[config.mk]
export PLATFORM = sky130hd
export DESIGN_NAME = fir_sequencer
export DESIGN_NICKNAME = d
export VERILOG_FILES = /design/src/rtl/fir_pkg.sv /design/src/rtl/fir_coeff_bank.sv /design/src/rtl/fir_sequencer.sv
export SDC_FILE = /design/constraint.sdc
export NUM_CORES = 1
export LEC_CHECK = 0
export CORE_MARGIN = 3
export CORE_UTILIZATION = 45
export CTS_BUF_LIST = sky130_fd_sc_hd__clkbuf_2
export DETAILED_ROUTE_END_ITERATION = 10
export GPL_TIMING_DRIVEN = 0
export PLACE_DENSITY = 0.76
export SYNTH_ARGS = -nofsm -noshare
export SYNTH_HDL_FRONTEND = slang
export SYNTH_SLANG_ARGS = --single-unit
[constraint.sdc]
create_clock -name clk -period 4.4 [get_ports clk]
set_input_delay 0.88 -clock clk [delete_from_list [all_inputs] [get_ports clk]]
set_output_delay 0.88 -clock clk [all_outputs]
set_load 0.03 [all_outputs]
[src/rtl/fir_pkg.sv]
// Shared state encoding, default width and index-width helper for the FIR sequencer slice.
package fir_pkg;

  localparam int FIR_N = 16;

  typedef enum logic [2:0] {
    ST_IDLE,
    ST_SETTLE,
    ST_CAPTURE,
    ST_OUTPUT,
    ST_FLUSH
  } fir_seq_state_t;

  // Bits needed to hold any value 0..n, so an index equal to n (out of range) stays expressible.
  function automatic int fir_clog2(input int n);
    return (n < 1) ? 1 : $clog2(n + 1);
  endfunction

endpackage

[src/rtl/fir_coeff_bank.sv]
// Shadow/active coefficient banks: shadow written any time, copied to active on i_apply.
// Active values only move on i_apply, so the chain sees stable coefficients between commits.
module fir_coeff_bank
  import fir_pkg::*;
#(
  parameter int N    = FIR_N,
  parameter int TAPS = 8
) (
  input  logic                        clk,
  input  logic                        rst,
  input  logic                        i_wr,
  input  logic [fir_clog2(TAPS)-1:0]  i_addr,
  input  logic [N-1:0]                i_data,
  input  logic                        i_commit,
  input  logic                        i_apply,
  output logic                        o_pending,
  output logic                        o_pending_nxt,
  output logic [TAPS*N-1:0]           o_chain_b
);

  logic r_pending;
  logic w_wr_ok;

  assign w_wr_ok       = i_wr && (int'(i_addr) < TAPS);
  // A commit arriving during the apply cycle is merged: the copy already sees this cycle's write.
  assign o_pending_nxt = (r_pending || i_commit) && !i_apply;
  assign o_pending     = r_pending;

  always_ff @(posedge clk or negedge rst) begin
    if (!rst) r_pending <= 1'b0;
    else      r_pending <= o_pending_nxt;
  end

  for (genvar k = 0; k < TAPS; k++) begin : g_tap
    logic         w_hit;
    logic [N-1:0] r_shadow;
    logic [N-1:0] r_active;

    assign w_hit = w_wr_ok && (int'(i_addr) == k);

    always_ff @(posedge clk or negedge rst) begin
      if (!rst) begin
        r_shadow <= '0;
        r_active <= '0;
      end else begin
        if (w_hit)   r_shadow <= i_data;
        if (i_apply) r_active <= w_hit ? i_data : r_shadow;
      end
    end

    assign o_chain_b[k*N +: N] = r_active;
  end

endmodule

[src/rtl/fir_sequencer.sv]
// Sequences a tapped-delay FIR chain: accept sample, settle, capture sum, hold result until m_ready.
// Accept to m_valid is SETTLE+2 cycles; s_ready drops while busy or a commit/flush is pending.
module fir_sequencer
  import fir_pkg::*;
#(
  parameter int N      = FIR_N,
  parameter int TAPS   = 8,
  parameter int SETTLE = 1
) (
  input  logic                        clk,
  input  logic                        rst,
  input  logic                        s_valid,
  output logic                        s_ready,
  input  logic [N-1:0]                s_data,
  output logic                        m_valid,
  input  logic                        m_ready,
  output logic [N-1:0]                m_data,
  input  logic                        coef_wr,
  input  logic [fir_clog2(TAPS)-1:0]  coef_addr,
  input  logic [N-1:0]                coef_data,
  input  logic                        coef_commit,
  output logic                        coef_pending,
  input  logic                        flush,
  output logic [N-1:0]                chain_x,
  output logic                        chain_ena,
  output logic [TAPS*N-1:0]           chain_b,
  input  logic [N-1:0]                chain_y
);

  localparam int CW = fir_clog2((SETTLE > TAPS) ? SETTLE : TAPS);

  fir_seq_state_t r_state;
  logic [CW-1:0]  r_cnt;
  logic [N-1:0]   r_chain_x;
  logic [N-1:0]   r_m_data;
  logic           r_chain_ena;
  logic           r_m_valid;
  logic           r_s_ready;
  logic           r_flush_pend;

  logic w_pending;
  logic w_pending_nxt;
  logic w_idle;
  logic w_apply;
  logic w_flush_start;
  logic w_accept;
  logic w_flush_pend_nxt;
  logic w_idle_rdy;

  // IDLE priority: pending commit, then pending flush, then a new sample.
  assign w_idle           = (r_state == ST_IDLE);
  assign w_apply          = w_idle && w_pending;
  assign w_flush_start    = w_idle && !w_pending && r_flush_pend;
  assign w_accept         = w_idle && !w_pending && !r_flush_pend && r_s_ready && s_valid;
  assign w_flush_pend_nxt = (r_flush_pend || flush) && !w_flush_start;
  assign w_idle_rdy       = !w_pending_nxt && !w_flush_pend_nxt;

  fir_coeff_bank #(
    .N    (N),
    .TAPS (TAPS)
  ) u_bank (
    .clk           (clk),
    .rst           (rst),
    .i_wr          (coef_wr),
    .i_addr        (coef_addr),
    .i_data        (coef_data),
    .i_commit      (coef_commit),
    .i_apply       (w_apply),
    .o_pending     (w_pending),
    .o_pending_nxt (w_pending_nxt),
    .o_chain_b     (chain_b)
  );

  always_ff @(posedge clk or negedge rst) begin
    if (!rst) begin
      r_state      <= ST_IDLE;
      r_cnt        <= '0;
      r_chain_x    <= '0;
      r_m_data     <= '0;
      r_chain_ena  <= 1'b0;
      r_m_valid    <= 1'b0;
      r_s_ready    <= 1'b0;
      r_flush_pend <= 1'b0;
    end else begin
      r_flush_pend <= w_flush_pend_nxt;
      case (r_state)
        ST_IDLE: begin
          if (w_flush_start) begin
            r_state     <= ST_FLUSH;
            r_chain_x   <= '0;
            r_chain_ena <= 1'b1;
            r_cnt       <= CW'(TAPS - 1);
            r_s_ready   <= 1'b0;
          end else if (w_accept) begin
            r_state   <= ST_SETTLE;
            r_chain_x <= s_data;
            r_cnt     <= CW'(SETTLE - 1);
            r_s_ready <= 1'b0;
          end else begin
            r_s_ready <= w_idle_rdy;
          end
        end
        ST_SETTLE: begin
          if (r_cnt == '0) begin
            r_state     <= ST_CAPTURE;
            r_chain_ena <= 1'b1;
          end else begin
            r_cnt <= r_cnt - CW'(1);
          end
        end
        ST_CAPTURE: begin
          // Sum is sampled on the same edge that shifts the chain.
          r_state     <= ST_OUTPUT;
          r_chain_ena <= 1'b0;
          r_m_data    <= chain_y;
          r_m_valid   <= 1'b1;
        end
        ST_OUTPUT: begin
          if (m_ready) begin
            r_state   <= ST_IDLE;
            r_m_valid <= 1'b0;
            r_s_ready <= w_idle_rdy;
          end
        end
        ST_FLUSH: begin
          if (r_cnt == '0) begin
            r_state     <= ST_IDLE;
            r_chain_ena <= 1'b0;
            r_s_ready   <= w_idle_rdy;
          end else begin
            r_cnt <= r_cnt - CW'(1);
          end
        end
        default: r_state <= ST_IDLE;
      endcase
    end
  end

  assign s_ready      = r_s_ready;
  assign m_valid      = r_m_valid;
  assign m_data       = r_m_data;
  assign chain_x      = r_chain_x;
  assign chain_ena    = r_chain_ena;
  assign coef_pending = w_pending;

endmodule

==> flow_summary.yaml <==
run_status:
  status: "complete, no violations"
cts:
  worstSkewPairLatency_ns: 0.82
  post_cts_resized: 0
  cts_tree: "yes"
  postCtsSetupBuffers: 0
  cts_buffer_depth: 3
  cts_buffers: 77
  cts_max_level: 3
  root_buffer: "clkbuf_2"
  clkSinkCount: 300
  cts_hold_buf: 0
  clk_pin_slew_ns: 0.10
detailed_routing:
  drt_iter0_markers: 365
  route.detailed.drc: 0
  drt.antenna.violating_nets: 0
  drtPass1Iterations: 4
  via_per_inst: 5.03
  wl_per_cell_um: 18.8
  vias: 7015
  routed_wl_um: 26200
worst_setup_path:
  crit_chain: "clkdlybuf4s50_1"
  worstReg2RegStart: "r_state[0]"
  crit_slowest_cell: "clkdlybuf4s50_1"
  worstSetupPathDepth: 1
  worst-path-buf-inv: 1
  reg2reg_slack_ns: 2.13
  path_delay_family: "buffers and inverters"
  path_max_fanout: 8
  crit_type: "flop to output pin"
  cp-end-kind: "output pin"
  worst_setup_path_start_kind: "flop"
  cp_data_required_time_ns: 3.52
  crit_path_end: "coef_pending"
  cp_slowest_stage_delay_ns: 0.72
  r2r_end: "u_bank.g_tap[1].r_active[2]"
  critPathArrivalTime_ns: 1.97
  r2r_cells: 7
  critPathLaunch: "u_bank.o_pending"
synthesis:
  ys_async_sr_fraction: 1.00
  muxShareOfSynthArea: 0.270
  synthFlopType: "dfrtp_1"
  synthTopCellsByArea: "dfrtp_1 (65%), mux2_2 (26%), mux2_4 (1.3%)"
  synthAdderAreaFrac: 0.00109
  synth.most_common_cell: "dfrtp_1"
  synth-edff-count: 0
  synth_xor_area_frac: 0.00152
  syn-cell-area_um2: 11500
  synthSimpleGateAreaFrac: 0.0431
  yosys-top-cells-count: "dfrtp_1 (300), mux2_2 (262), nand2_1 (37), buf_2 (24), nand3b_1 (17)"
  syn_inst: 732
  synth_compound_area_frac: 0.0136
  yosys_register_bits: 300
  synth_fp_nets: 792
  ys_types: 39
  ys_seq_area_frac: 0.652
  synth.largest_area_cell: "dfrtp_1"
  synth_area_per_cell_um2: 15.7
  synth.top_cell.area_share: 0.652
  synth_top_family_by_area: "multiplexers"
  yosysWarnings: 0
power:
  clockPowerShare: 0.167
  power.switching_mw: 4.06
  design_power_total_mw: 10.8
  seq_power_share: 0.390
  power_density_nw_per_um2: 727
  p_int_mw: 6.72
  swShare: 0.377
  ir_drop_mv: 0.444
  cellLeakagePower_nw: 6.71
  pwr-share-comb: 0.443
sta:
  tightestPinTransition_ns: 0.924
  relSlewSlack: 0.383
  period_needed_ns: 2.85
  setup_ws_ns: 1.55
  fin_crit_sh: 0.647
  hold_ws_ns: 0.0640
  rsz0062_at_grt: "no"
  hold_viol: 0
  finalSetupTns_ns: 0
  finalSetupViolations: 0
  skew_ns: 0.0624
  final_max_slew_viol_count: 0
  timing.fmax_mhz: 351
floorplan:
  rows: 57
  core-area_um2: 24700
  die_width_um: 166
  dieArea_um2: 27600
  initial_utilization: 0.466
  die_h_um: 166
  io_pins: 223
placed_design:
  place.gp.congestion: 0.770
  place_hpwl_um: 18300
  placed_cells: 1278
  io_buffer_count: 220
  dp_slack_ns: 0.933
  place_area_um2: 14200
global_routing:
  grt_pass1_wl_um: 41400
  grt_pass1_vias: 7406
  grt_start_max_net_pins: 121
  track_usage: 0.189
  gr-total-overflow: 0
  antenna_found_initial: 2
cells_and_area:
  drive_gt1_frac: 0.394
  num-fill-cells: 1993
  fin_nets: 1093
  finalCoreUtilization: 0.599
  register_area_um2: 7510
  fin_cells: 1396
  multi_input_area_um2: 3790
  design_area_um2: 14800
  area_delta_synth_final_pct: 28.6
min_path:
  hold_path.class: "input pin to async pin"
run:
  maxCapViolations: 0
## worst min-delay path by stage
| stage | startpoint | to | slack [ns] | cells past startpoint |
|---|---|---|---|---|
| 2_1_floorplan | u_bank.g_tap[4].r_shadow[10] | u_bank.g_tap[4].r_shadow[10] | 0.46 | 1 |
| 3_3_place_gp | chain_x[2] | chain_x[2] | 0.45 | 2 |
| 3_5_place_dp | chain_x[2] | chain_x[2] | 0.45 | 2 |
| 4_1_cts | rst | u_bank.g_tap[1].r_active[0] | 0.004 | 1 |
| 5_1_grt | rst | u_bank.g_tap[1].r_shadow[0] | 0.05 | 1 |
| 6_report | rst | u_bank.g_tap[1].r_active[0] | 0.06 | 1 |
## cells by family (layout without fill, tap and decap cells)
group,count (synthesis),count (layout)
compound gates,23,23
xor+xnor,2,2
fa+ha+maj,1,1
buf+inv,44,383
flops,300,300
mux,273,273
other cells,0,1
simple gates,89,89
## sequential cells by signal, summed over array words and instances (netlist names)
| register | cells |
|---|---|
| m_data | 16 |
| m_valid | 1 |
| r_cnt | 4 |
| r_state | 3 |
| u_bank.g_tap.r_shadow | 128 |
| r_flush_pend | 1 |
| u_bank.g_tap.r_active | 128 |
| u_bank.o_pending | 1 |
| s_ready | 1 |
| chain_x | 16 |
| chain_ena | 1 |
## power groups by stage
stage,clock (mW),combinational [mW],sequential (mW)
finish,1.79,4.77,4.21
global route,2.02,5.02,4.32
CTS,1.87,4.84,4.22
detailed placement,0,4.82,4.26
global placement,0,4.74,4.24
floorplan,0,1.51,5.55
## layout by cell type, fill, tap and decap left out, drive strengths merged
cell           netlist  layout
bufinv               0       2
and3                 1       1
o22ai                3       3
ha                   1       1
a222oi               1       1
clkbuf               9     113
nor2                13      13
xnor2                2       2
a21o                 1       1
a221oi               1       1
mux2i                1       1
nand3                1       1
nor2b                1       1
o31ai                1       1
clkinv               0       6
buf                 28      31
nor4                 1       1
dfrtp              300     300
o21ai                5       5
and2                 2       2
diode                0       1
a311oi               1       1
nor3b                4       4
nand3b              20      20
inv                  7      10
or3                  4       4
nor3                 4       4
o32a                 1       1
a22o                 1       1
clkinvlp             0       2
a211o                1       1
a31oi                1       1
nand2b               1       1
a21oi                6       6
nand2               37      37
mux2               272     272
clkdlybuf4s50        0     219
## final cells by class
cell class / count / area share
inverters: 7 / 0.00177
clock inverters: 13 / 0.00743
flip-flops and latches: 300 / 0.506
clock buffers: 104 / 0.0351
plain buffers: 37 / 0.0132
diodes: 1 / 0.000169
multi-input cells: 388 / 0.256
repair buffers: 222 / 0.153
well taps: 324 / 0.0273
## per-layer routing
metal  up-vias  share of wire  global-route usage
li1       3199              -                   -
met1      3594           0.44               0.244
met2       165           0.49               0.306
met3        57          0.051              0.0526
met4         0          0.027              0.0734
met5         -              0                   0
Note: power is estimated with default switching activity, not from simulation.
